File: src/rtl/mmio_uart_responder.sv
// Memory-mapped UART TX peripheral: byte TX FIFO, serializer, baud divisor and a 32-bit cycle counter.
// Optional even-parity bit enabled by defining UART_PARITY_EN.
module mmio_uart_responder #(
  parameter int                  DATA_W      = 32,
  parameter int                  DM_ADDRESS  = 9,
  parameter logic [DM_ADDRESS-5:0] BASE_HI   = 5'h1F,
  parameter int                  FIFO_DEPTH  = 8,
  parameter logic [15:0]         DEFAULT_DIV = 16'd16
) (
  input  logic                  clk,
  input  logic                  reset,
  input  logic                  wr,
  input  logic                  reade,
  input  logic [DM_ADDRESS-1:0] addr,
  input  logic [DATA_W-1:0]     wr_data,
  output logic [DATA_W-1:0]     rd_data,
  output logic                  hit,
  output logic                  tx,
  output logic                  irq_empty
);

  localparam int AW = $clog2(FIFO_DEPTH);

`ifdef UART_PARITY_EN
  typedef enum logic [2:0] {S_IDLE, S_START, S_DATA, S_PARITY, S_STOP} state_t;
  localparam logic PAR_EN = 1'b1;
`else
  typedef enum logic [2:0] {S_IDLE, S_START, S_DATA, S_STOP} state_t;
  localparam logic PAR_EN = 1'b0;
`endif

  state_t      state, state_n;
  logic [7:0]  mem [FIFO_DEPTH];
  logic [AW:0] wptr, rptr;
  logic        full, empty, overflow;
  logic [15:0] div, bitdiv, cnt, div_eff;
  logic [31:0] cycle;
  logic [7:0]  shreg, head;
  logic [2:0]  bitidx;
  logic        par, tx_n, pop, bit_done;
  logic        sel, wr_tx, wr_st, wr_cy, wr_dv;
  logic [1:0]  off;
  logic        unused_bits;

  assign unused_bits = ^addr[1:0];

  assign sel   = (addr[DM_ADDRESS-1:4] == BASE_HI);
  assign off   = addr[3:2];
  assign hit   = sel & (wr | reade);
  assign wr_tx = wr & sel & (off == 2'd0);
  assign wr_st = wr & sel & (off == 2'd1);
  assign wr_cy = wr & sel & (off == 2'd2);
  assign wr_dv = wr & sel & (off == 2'd3);

  assign empty    = (wptr == rptr);
  assign full     = (wptr[AW] != rptr[AW]) && (wptr[AW-1:0] == rptr[AW-1:0]);
  assign head     = mem[rptr[AW-1:0]];
  assign div_eff  = (div == '0) ? 16'd1 : div;
  assign bit_done = (cnt == '0);

  always_comb begin
    rd_data = '0;
    if (reade && sel) begin
      case (off)
        2'd1:    rd_data = DATA_W'({PAR_EN, overflow, (state != S_IDLE), empty, full});
        2'd2:    rd_data = DATA_W'(cycle);
        2'd3:    rd_data = DATA_W'(div);
        default: rd_data = '0;
      endcase
    end
  end

  always_ff @(posedge clk) begin
    if (wr_tx && !full) mem[wptr[AW-1:0]] <= wr_data[7:0];
  end

  // Full is judged on the pre-edge pointers, so a same-cycle pop never rescues a push.
  always_ff @(posedge clk) begin
    if (reset) begin
      wptr     <= '0;
      rptr     <= '0;
      overflow <= 1'b0;
    end else begin
      if (wr_tx) begin
        if (full) overflow <= 1'b1;
        else      wptr     <= wptr + 1'b1;
      end
      if (pop) rptr <= rptr + 1'b1;
      if (wr_st && wr_data[3]) overflow <= 1'b0;
    end
  end

  always_ff @(posedge clk) begin
    if (reset) begin
      div   <= DEFAULT_DIV;
      cycle <= '0;
    end else begin
      if (wr_dv) div <= wr_data[15:0];
      cycle <= wr_cy ? wr_data[31:0] : cycle + 32'd1;
    end
  end

  always_ff @(posedge clk) begin
    if (reset) state <= S_IDLE;
    else       state <= state_n;
  end

  always_comb begin
    state_n = state;
    case (state)
      S_IDLE:  if (!empty) state_n = S_START;
      S_START: if (bit_done) state_n = S_DATA;
`ifdef UART_PARITY_EN
      S_DATA:   if (bit_done && bitidx == 3'd7) state_n = S_PARITY;
      S_PARITY: if (bit_done) state_n = S_STOP;
`else
      S_DATA:  if (bit_done && bitidx == 3'd7) state_n = S_STOP;
`endif
      S_STOP:  if (bit_done) state_n = empty ? S_IDLE : S_START;
      default: state_n = S_IDLE;
    endcase
  end

  always_comb begin
    pop  = 1'b0;
    tx_n = tx;
    case (state)
      S_IDLE:  if (!empty) begin pop = 1'b1; tx_n = 1'b0; end
      S_START: if (bit_done) tx_n = shreg[0];
      S_DATA:  if (bit_done) tx_n = (bitidx == 3'd7) ? (PAR_EN ? par : 1'b1) : shreg[1];
`ifdef UART_PARITY_EN
      S_PARITY: if (bit_done) tx_n = 1'b1;
`endif
      S_STOP:  if (bit_done && !empty) begin pop = 1'b1; tx_n = 1'b0; end
      default: tx_n = 1'b1;
    endcase
  end

  always_ff @(posedge clk) begin
    if (reset) begin
      tx        <= 1'b1;
      irq_empty <= 1'b1;
      cnt       <= '0;
      bitdiv    <= 16'd1;
      bitidx    <= '0;
      shreg     <= '0;
      par       <= 1'b0;
    end else begin
      tx        <= tx_n;
      irq_empty <= empty && (state == S_IDLE);
      if (pop) begin
        shreg  <= head;
        par    <= ^head;
        bitdiv <= div_eff;
        cnt    <= div_eff - 16'd1;
        bitidx <= '0;
      end else if (state != S_IDLE) begin
        if (bit_done) begin
          cnt <= bitdiv - 16'd1;
          if (state == S_DATA) begin
            bitidx <= bitidx + 3'd1;
            shreg  <= {1'b0, shreg[7:1]};
          end
        end else begin
          cnt <= cnt - 16'd1;
        end
      end
    end
  end

endmodule

File: config.mk
export PLATFORM = sky130hd
export DESIGN_NAME = mmio_uart_responder
export DESIGN_NICKNAME = d
export VERILOG_FILES = /design/src/rtl/mmio_uart_responder.sv
export SDC_FILE = /design/constraint.sdc
export NUM_CORES = 1
export LEC_CHECK = 0
export ABC_AREA = 1
export BUFFER_PORTS_ARGS = -buffer_cell sky130_fd_sc_hd__buf_2
export CORE_UTILIZATION = 60
export CTS_CLUSTER_SIZE = 10
export DETAILED_ROUTE_END_ITERATION = 10
export PLACE_DENSITY = 0.79
export RECOVER_POWER = 100
export REMOVE_ABC_BUFFERS = 1
export SYNTH_ARGS = -nofsm -noshare
export SYNTH_HDL_FRONTEND = slang
export SYNTH_SLANG_ARGS = --single-unit
File: constraint.sdc
create_clock -name clk -period 5.78 [get_ports clk]
set_input_delay 0.867 -clock clk [delete_from_list [all_inputs] [get_ports clk]]
set_output_delay 0.867 -clock clk [all_outputs]
set_load 0.005 [all_outputs]
==> results.txt <==
- Result of the run: finished, violations left
- Violations in the final reports: capacitance limit, slew limit
- Last weighted congestion value of the routability-driven placer: 0.8947
- Boundary pin count: 80
- The analysis attributes to cell leakage a power of 3.913 nW.
* Vias in the first global route: 6,869
* Cell at the root of the clock tree: clkbuf_16
* Mean area per synthesized cell: 7.786 um2
* Via density: 5.598
* Cell types with the highest counts after synthesis: nand2_1 (236), nor2_1 (119), o21ai_0 (113)
- STA puts the critical path data arrival time at 4.46 ns.
* DRC violation count after routing: 0
- After synthesis, the largest area contributor takes up 25.33% of total cell area.
- Flip-flop and latch area: 4064 um2
- Global-route wire length before repair: 33,320 um
* Top cell type by total area after synthesis: dfxtp_1
- Post-synthesis async set-or-reset flop share: 0%
- After clock tree synthesis, the clock-pin slew on the worst setup and hold paths is 0.06 ns.
- The final layout contains routed wiring with a total length of 20,450 um.
- Setup bufs post-CTS: 0
- STA classifies the critical path endpoint as a flip-flop.
* Worst-case clock skew: 0.008249 ns
- Vertical extent of the die: 120.7 um
- At the pin with the least slew margin, the transition time is 1.572 ns.
* Starting DRC count in detailed routing: 674
* Total grt overflow: 0
* Number of I/O port buffers: 77
* Maximum root-to-sink buffer count: 2
* Cells after synthesis: 1,086
- Pint: 0.002340 W
* Diode count: 0
* Depth of the most critical reg-to-reg path: 12
* Clock network fraction of design power: 28.1%
- Maximum capacitance violations: 1
* Maximum number of pins on one net before global-route repair: 83
* Maximum resistive drop on vdd: 253.9 uV
* Number of synthesized register bits: 171
* Clock sinks: 171
- In this run the remaining antenna-violating nets after routing total 0.
- The worst path uses 70.76% of the clock period.
* Number of fill cells: 1,162
- Hold Path Depth: 2
* Total Die Area: 14,570 um2
- The slowest stage of the critical path belongs to the cell a21oi_1.
* HPWL after DPL: 13,330 um
* FP Rows: 43
- Summed over all nets, the switching power comes to 0.001465 W.
- In the post-synthesis netlist, the biggest area contributors are dfxtp_1 (25%), edfxtp_1 (23%), nand2_1 (10%).
* Crit path time final: 4.090 ns
* Aggregate global-route resource usage: 29.54%
- In this run, synthesis inferred 64 flip-flops with an integrated enable.
- The routed layout has 7,507 vias.
* Number of buffer and inverter instances along the worst setup path: 3
- CTS tree: done
- Final-report setup violation count: 0
- In the final layout, the multi-input gates occupy 3699 um2.
* Max H-tree Level: 4
- Counting buffers and inverters, the worst setup path is 12 cells deep.
* Initial antenna violation count: 0
* Synth warn: 0
- Crit path kind: flip-flop to flip-flop
- Ordered cell list for the critical path: inv_1, nand2_1, nor2_1, nand2_1, nor2_1, nand3_4, a21oi_1, nor2_1, inv_1, o21ai_0, o21bai_1, inv_1
- The final max-slew violation count came to 9.
* P per Cell Area: 404.2 nW/um2
- Critical path data required time: 6.15 ns
- After clock tree synthesis, the repair step resized 0 gates.
- Final number of hold-violating endpoints: 0
- Unrepaired setup endpoints after global routing: false
* Family with the most delay on the worst path: simple AND/OR/NAND/NOR gates
- Slew HR: -5.629%
* Library cells used by synthesis: 40
- Synth Flop Type: dfxtp_1
- After routing, the total negative slack on setup checks comes to 0 ns.
- Combinational power share: 34.4%
* Clock buffer count from CTS: 17
* Die span in x: 120.7 um
- The largest single stage delay on the critical path is 0.93 ns.
- Highest clock frequency the design can meet: 244.5 MHz
* Starting density of the core: 61.15%
- Pre-antenna DRT Iters: 6
- Of all nets on the critical path, the largest fanout is 23.
- Relative to the synthesized area, the layout overhead comes to 11.31%.
* CTS Hold Buffers Added: 0
- The share of total power dissipated in sequential elements is 37.6%.
- Clk Latency, worst-skew pair: 0.43 ns
- NumNets Final: 1,203
- Sequential element share of the synthesized area: 48.06%
- Cells with a size suffix above 1 make up 9.647% of the layout.
- The path class of the tightest hold or removal check is flip-flop to flip-flop.
- Net switching is 38.50% of the power.
- CP Launch Type: flip-flop
- Post-synthesis cell area: 8456 um2
* Average wire per standard cell: 15.25 um
- Share of the core filled with cells: 68.07%
* Most used standard cell by instance count after synthesis: nand2_1
- Area of the core: 13,830 um2
## through the flow
stage | hold WS, ns | std cells | setup slack (ns) | instance area [um2] | power [W]
floorplan | 0.4349 | 1041 | 1.782 | 8258 | 0.002402
finish | 0.4610 | 1341 | 1.690 | 9412 | 0.003804
CTS | 0.4625 | 1341 | 2.509 | 9509 | 0.003819
detailed placement | 0.4521 | 1309 | 2.437 | 8959 | 0.002744
global placement | 0.4482 | 1309 | 2.424 | 8959 | 0.002710
global route | 0.4826 | 1341 | 1.384 | 9412 | 0.004049
## per-layer routing
layer	share of wire [%]	global-route usage, %	wire, um
met1	44	38.32	8952
met2	47	48.92	9642
met3	7.0	5.943	1427
met4	2.1	10.65	430
met5	0	0	0
## path summary, 6_finish.rpt
check | slack [ns] | from | end
setup reg to reg | 1.69 | cnt[12] | cnt[5]
hold reg to reg | 0.46 | bitdiv[9] | bitdiv[9]
hold / removal | 0.46 | bitdiv[9] | bitdiv[9]
setup / recovery | 1.69 | cnt[12] | cnt[5]
## cell type report
| type | count | share of cell area [%] |
|---|---|---|
| timing repair buffer | 88 | 4.214 |
| inverter | 127 | 5.065 |
| clock inverter | 14 | 1.290 |
| clock buffer | 18 | 4.560 |
| sequential | 171 | 43.18 |
| multi-input combinational | 743 | 39.30 |
| tap | 180 | 2.393 |
## cell usage in the layout (no fill, tap or decap), types with 5 or more instances in the layout
master	count
inv_1	114
nor2_1	122
o21ai_0	113
dfxtp_1	107
a21oi_1	54
clkbuf_1	41
inv_2	9
nor3_1	29
clkbuf_16	17
edfxtp_1	64
xnor2_1	8
nor2_2	6
nor4_1	7
nand4_1	5
o22ai_1	22
clkbuf_2	9
nand2_2	9
buf_2	35
a31oi_1	12
nand3_1	38
o21bai_1	26
clkinv_1	5
nand2_1	237
xor2_1	22
ha_1	10
## cells by family (layout without fill, tap and decap cells)
family                     count (synthesis)  count (layout)  synth area share [%]
xor gates and xnor gates                  30              30                 3.107
and+or+nand+nor                          465             465                 23.65
adders and majority gates                 10              10                 1.480
DFF                                      171             171                 48.06
buffers and inverters                    172             247                 7.976
AOI/OAI and AO/OA                        238             238                 15.73
## tightest hold or removal path: stages, from the launching register on
cell and delay, ns:
dfxtp_1 0.31, nand2_1 0.06, a21oi_1 0.05
## power groups by stage
| stage | clock network (W) | registers, W | logic [W] |
|---|---|---|---|
| 6_report | 0.00107 | 0.00143 | 0.00131 |
| 5_1_grt | 0.00113 | 0.00144 | 0.00148 |
| 4_1_cts | 0.00108 | 0.00143 | 0.00131 |
| 2_1_floorplan | 0 | 0.00145 | 0.000954 |
| 3_3_place_gp | 0 | 0.00145 | 0.00126 |
| 3_5_place_dp | 0 | 0.00145 | 0.00129 |
## registers in the layout, indices dropped and copies added, names as in the netlist, 4 cells and up, named ones only
register,cells
wptr,4
shreg,8
mem,64
cycle,32
bitdiv,16
cnt,16
div,16
rptr,4
No activity file was read; power rests on OpenSTA's default activity.
